## src/rtl/cv32e40x_mpu_obi_pkg.sv

```systemverilog
// cv32e40x_mpu_obi_pkg: shared types for the OBI MPU front-end and its PMA checker
// Holds the FSM state and response status enums, the PMA region record and
// the fallback region configurations used when no region matches.
package cv32e40x_mpu_obi_pkg;

    typedef enum logic [1:0] {IDLE, WAIT, RESP} mpu_state_e;

    typedef enum logic [1:0] {MPU_OK, MPU_RE_FAULT, MPU_WR_FAULT} mpu_status_e;

    // Region covers addr_lo <= addr < addr_hi
    typedef struct packed {
        logic [31:0] addr_lo;
        logic [31:0] addr_hi;
        logic        main;
        logic        bufferable;
        logic        cacheable;
        logic        atomic;
    } pma_cfg_t;

    localparam pma_cfg_t PMA_R_DEFAULT = '{addr_lo: 32'h0, addr_hi: 32'h0, main: 1'b0,
                                           bufferable: 1'b0, cacheable: 1'b0, atomic: 1'b0};

    // Attributes applied when no regions are configured and inside the debug window
    localparam pma_cfg_t PMA_R_NO_PMA = '{addr_lo: 32'h0, addr_hi: 32'h0, main: 1'b1,
                                          bufferable: 1'b0, cacheable: 1'b0, atomic: 1'b1};

endpackage

```

## src/rtl/cv32e40x_pma.sv

```systemverilog
// cv32e40x_pma: physical memory attribute lookup and access check
// Ports: addr/instr_fetch/dbg/atomic/misaligned/modified describe the access,
// err flags an illegal access, memtype is {cacheable, bufferable} of the hit.
// With regions configured, an address that hits no region is inaccessible;
// debug accesses inside the DM window always use main-memory attributes.
module cv32e40x_pma import cv32e40x_mpu_obi_pkg::*; #(
    parameter int          PMA_NUM_REGIONS = 0,
    parameter pma_cfg_t    PMA_CFG[PMA_NUM_REGIONS-1:0] = '{default: PMA_R_DEFAULT},
    parameter logic [31:0] DM_REGION_START = 32'hF0000000,
    parameter logic [31:0] DM_REGION_END   = 32'hF0003FFF
) (
    input  logic [31:0] addr,
    input  logic        instr_fetch,
    input  logic        dbg,
    input  logic        atomic,
    input  logic        misaligned,
    input  logic        modified,
    output logic        err,
    output logic [1:0]  memtype
);
    pma_cfg_t cfg;
    logic     miss;

    always_comb begin
        cfg  = PMA_R_NO_PMA;
        miss = 1'b0;
        if (PMA_NUM_REGIONS > 0) begin
            cfg  = PMA_R_DEFAULT;
            miss = 1'b1;
            // Walk downwards so the lowest-numbered matching region wins
            for (int i = PMA_NUM_REGIONS - 1; i >= 0; i--) begin
                if (addr >= PMA_CFG[i].addr_lo && addr < PMA_CFG[i].addr_hi) begin
                    cfg  = PMA_CFG[i];
                    miss = 1'b0;
                end
            end
        end
        if (dbg && addr >= DM_REGION_START && addr <= DM_REGION_END) begin
            cfg  = PMA_R_NO_PMA;
            miss = 1'b0;
        end
    end

    assign err = miss || ((instr_fetch || misaligned || modified) && !cfg.main) ||
                 (atomic && !cfg.atomic);
    assign memtype = {cfg.cacheable, cfg.bufferable};

endmodule

```

## src/rtl/cv32e40x_mpu_obi.sv

```systemverilog
// cv32e40x_mpu_obi: PMA-checking OBI front-end with in-order fault responses
// Ports: core_trans_* request from IF/LSU, bus_trans_* forwarded request,
// bus_resp_valid_i / core_resp_* response path, core_mpu_err_o live PMA error,
// outstanding_o in-flight count, err_cnt_o fault counter.
// Build option: define CV32E40X_MPU_ERR_CNT_EN for a saturating fault counter;
// otherwise err_cnt_o is constant zero.
module cv32e40x_mpu_obi import cv32e40x_mpu_obi_pkg::*; #(
    parameter int          IF_STAGE        = 1,
    parameter int          MAX_OUTSTANDING = 2,
    parameter int          PMA_NUM_REGIONS = 0,
    parameter pma_cfg_t    PMA_CFG[PMA_NUM_REGIONS-1:0] = '{default: PMA_R_DEFAULT},
    parameter logic [31:0] DM_REGION_START = 32'hF0000000,
    parameter logic [31:0] DM_REGION_END   = 32'hF0003FFF
) (
    input  logic        clk,
    input  logic        rst_n,
    input  logic        core_trans_valid_i,
    output logic        core_trans_ready_o,
    input  logic [31:0] core_trans_addr_i,
    input  logic        core_trans_we_i,
    input  logic        core_trans_dbg_i,
    input  logic        core_trans_atomic_i,
    input  logic        core_trans_misaligned_i,
    input  logic        core_trans_modified_i,
    output logic        bus_trans_valid_o,
    input  logic        bus_trans_ready_i,
    output logic [31:0] bus_trans_addr_o,
    output logic        bus_trans_we_o,
    output logic [1:0]  bus_trans_memtype_o,
    input  logic        bus_resp_valid_i,
    output logic        core_resp_valid_o,
    output mpu_status_e core_resp_status_o,
    output logic        core_mpu_err_o,
    output logic [2:0]  outstanding_o,
    output logic [15:0] err_cnt_o
);
    localparam int CW = 3;

    mpu_state_e    state_q;
    logic [CW-1:0] outst_q, outst_n;
    logic          we_q, we, pma_err, room, idle, bus_hs, resp_dec, fault_take;

    cv32e40x_pma #(
        .PMA_NUM_REGIONS (PMA_NUM_REGIONS),
        .PMA_CFG         (PMA_CFG),
        .DM_REGION_START (DM_REGION_START),
        .DM_REGION_END   (DM_REGION_END)
    ) u_pma (
        .addr        (core_trans_addr_i),
        .instr_fetch (IF_STAGE != 0),
        .dbg         (core_trans_dbg_i),
        .atomic      (core_trans_atomic_i),
        .misaligned  (core_trans_misaligned_i),
        .modified    (core_trans_modified_i),
        .err         (pma_err),
        .memtype     (bus_trans_memtype_o)
    );

    assign we   = (IF_STAGE != 0) ? 1'b0 : core_trans_we_i;
    assign room = outst_q < CW'(MAX_OUTSTANDING);
    assign idle = rst_n && state_q == IDLE && room;

    assign core_mpu_err_o     = pma_err;
    assign bus_trans_valid_o  = idle && core_trans_valid_i && !pma_err;
    // A faulting request is consumed without waiting for the bus
    assign core_trans_ready_o = idle && (pma_err || bus_trans_ready_i);
    assign bus_trans_addr_o   = core_trans_addr_i;
    assign bus_trans_we_o     = we;

    assign bus_hs     = bus_trans_valid_o && bus_trans_ready_i;
    // A stray response with nothing in flight must not wrap the counter
    assign resp_dec   = bus_resp_valid_i && outst_q != '0;
    assign outst_n    = outst_q + CW'(bus_hs) - CW'(resp_dec);
    assign fault_take = core_trans_valid_i && core_trans_ready_o && pma_err;

    assign core_resp_valid_o  = rst_n && (state_q == RESP || bus_resp_valid_i);
    assign core_resp_status_o = state_q != RESP ? MPU_OK : we_q ? MPU_WR_FAULT : MPU_RE_FAULT;
    assign outstanding_o      = outst_q;

    always_ff @(posedge clk) begin
        if (!rst_n) begin
            state_q <= IDLE;
            outst_q <= '0;
            we_q    <= 1'b0;
        end else begin
            outst_q <= outst_n;
            state_q <= state_q == RESP ? IDLE :
                       (state_q == WAIT || fault_take) ? (outst_n == '0 ? RESP : WAIT) : IDLE;
            if (fault_take) we_q <= we;
        end
    end

`ifdef CV32E40X_MPU_ERR_CNT_EN
    always_ff @(posedge clk) begin
        if (!rst_n) err_cnt_o <= '0;
        else if (state_q == RESP && err_cnt_o != 16'hFFFF) err_cnt_o <= err_cnt_o + 16'd1;
    end
`else
    assign err_cnt_o = '0;
`endif

    a_no_stray_resp: assert property (@(posedge clk) disable iff (!rst_n)
        !(bus_resp_valid_i && outst_q == '0));

endmodule
```

## config.mk

```make
export PLATFORM = sky130hd
export DESIGN_NAME = cv32e40x_mpu_obi
export DESIGN_NICKNAME = d
export VERILOG_FILES = /design/src/rtl/cv32e40x_mpu_obi_pkg.sv /design/src/rtl/cv32e40x_pma.sv /design/src/rtl/cv32e40x_mpu_obi.sv
export SDC_FILE = /design/constraint.sdc
export NUM_CORES = 1
export LEC_CHECK = 0
export ABC_AREA = 1
export BUFFER_PORTS_ARGS = -buffer_cell sky130_fd_sc_hd__buf_2
export CORE_ASPECT_RATIO = 0.6
export CORE_MARGIN = 8
export CORE_UTILIZATION = 27
export CTS_CLUSTER_DIAMETER = 40
export DETAILED_ROUTE_END_ITERATION = 6
export GPL_TIMING_DRIVEN = 0
export PLACE_DENSITY = 0.76
export SLEW_MARGIN = 20
export SYNTH_ARGS = -nofsm -noshare
export SYNTH_HDL_FRONTEND = slang
export SYNTH_HIERARCHICAL = 1
export SYNTH_SLANG_ARGS = --single-unit
```

## constraint.sdc

```tcl
create_clock -name clk -period 2.2 [get_ports clk]
set_input_delay 0.44 -clock clk [delete_from_list [all_inputs] [get_ports clk]]
set_output_delay 0.44 -clock clk [all_outputs]
set_load 0.005 [all_outputs]
```

==> metrics.txt <==
antenna cells 0; worst clock skew 0.00433 ns; Area growth syn-to-layout 63.4%; Synth Cell Area 704 µm²; io pins 102; Final Hold Fails 0; WL final 2.11 mm; global-route wire length before repair 3.02 mm; Layout Cells excl Fill 197; Final ANT Viol Nets 0; maximum root-to-sink buffer count 2; largest net degree at the start of global routing 5; power per cell area 773 nW/µm²; CP Max Fanout 4; CP max stage delay 0.37 ns; syn avg cell area 7.42 µm²; DRC viols 0; failing checks setup timing; Setup WS pre-CTS -0.177 ns; DR iter-0 viols 10; clock buffer count from CTS 3; Reg clk slew, reported paths 0.04 ns; number of instances in the placed design 189; CP Class register to register; CP arrival 2.40 ns; Via density 3.35; Clock Sink Count 5; Net count, final 212; die width 81.9 µm; PortBufs 43; max-cap viol count 0; final setup vio count 3; worst setup margin -0.0990 ns; initial antenna violation count 0; GP Congestion 0.765; Leakage 0.000724 µW; Initial Util 0.283; layout cells sized above 1 0.721; CTS tree built; DP Area 1030 µm²; crit-path most repeated cell inv_2; Total GRT Usage 0.0836; VDD IR-drop max 0.341 mV; Worst-Skew Late Latency 0.22 ns; detailed-route wire length per cell 10.7 µm; Synth Instances 95; HP Class input pin to register; yosys warns 6; fillers 260; die area 4550 µm²; via count of the first global-routing pass 638; crit end category register; Die Ht 55.6 µm; via count 660; RSZ-0062 raised after global routing true; upper clock frequency limit 435 MHz; site row count 14; Core Area 2490 µm²; CP required 2.31 ns; CTS H-tree lvls 1; slowest library cell on the worst path fa_2; fin crit period 2.30 ns; status complete, but fails checks; DP Wirelength 1.94 mm; final instance area 1150 µm²; setup TNS -0.148 ns; worst-path cell chain inv_2 > ha_4 > nand2_2 > inv_2 > nand3_2 > nor2_2 > nand2_1 > ha_1 > inv_1 > ha_2 > inv_2 > fa_2 > xnor2_2 > nand3b_1 > inv_1 > nor2_1; crit share post-route 1.05; Final Max Slew Viols 0; CP startpoint kind register; gr ovfl total 0; drt first pass iters 2; Clk Tree Root Cell clkbuf_8
-- final cells by class --
type                            count  area [µm²]  area share
Timing Repair Buffer               47         245       0.213
Buffer                             53         398       0.346
Inverter                            9        33.8      0.0293
Multi-Input combinational cell     47         284       0.247
Clock buffer                        4        45.0      0.0391
Tap cell                           32        40.0      0.0348
Sequential cell                     5         105      0.0913
-- registers in the layout, summed over array words and instances (netlist names) --
register       flops
outstanding_o      3
state_q            2
-- report_power, final --
| group | internal, µW | switching [µW] |
|---|---|---|
| registers | 130 | 26.2 |
| logic | 322 | 247 |
| clock network | 124 | 39.9 |
| total | 577 | 313 |
-- critical path, delay by kind of cell, from the launching register on --
family / cells / cell delay (ns)
fa+ha+maj: 4 / 0.92
simple gates: 6 / 0.47
flops: 1 / 0.34
buf+inv: 5 / 0.30
xor+xnor: 1 / 0.17
-- worst paths after layout --
check,startpoint,end,cells past startpoint,slack (ns)
min,rst_n,outstanding_o[0],3,0.49
max,outstanding_o[1],state_q[0],16,-0.1
max reg2reg,outstanding_o[1],state_q[0],16,-0.1
min reg2reg,state_q[0],state_q[1],4,0.62
-- layer usage --
metal	track usage	vias up	routed length (µm)
met5	0	-	0
met4	0.0473	0	76
met3	0.0210	6	270
met2	0.157	40	1110
met1	0.0786	265	649
li1	-	349	-
-- metrics by stage --
stage / utilization / hold slack, ns / total power [µW]
after floorplan: - / 0.533 / 435
after global placement: 0.415 / 0.581 / 548
after detailed placement: 0.415 / 0.606 / 554
after CTS: 0.441 / 0.466 / 807
after global routing: 0.463 / 0.529 / 977
final: 0.463 / 0.486 / 890
-- repair_timing --
| action | 4_1_cts | 5_1_grt |
|---|---|---|
| hold buffers | 0 | 0 |
| endpoints found under the setup margin | 2 | 4 |
| gates cloned | 0 | 0 |
| pin swaps | 1 | 9 |
| resized for setup | 3 | 12 |
| buffers inserted | 1 | 3 |
-- placed cells by master (no fill, tap or decap) --
cell and count:
a21boi_0 1, buf_2 43, buf_4 57, clkbuf_1 1, clkbuf_8 3, conb_1 21, dfxtp_1 3, dfxtp_2 1
dfxtp_4 1, fa_2 1, ha_1 1, ha_2 1, ha_4 1, inv_1 5, inv_2 4, nand2_1 5
nand2_2 1, nand3_2 1, nand3b_1 1, nand4_1 1, nor2_1 6, nor2_2 4, o211a_1 1, xnor2_2 1
(Power assumes the default switching activity.)
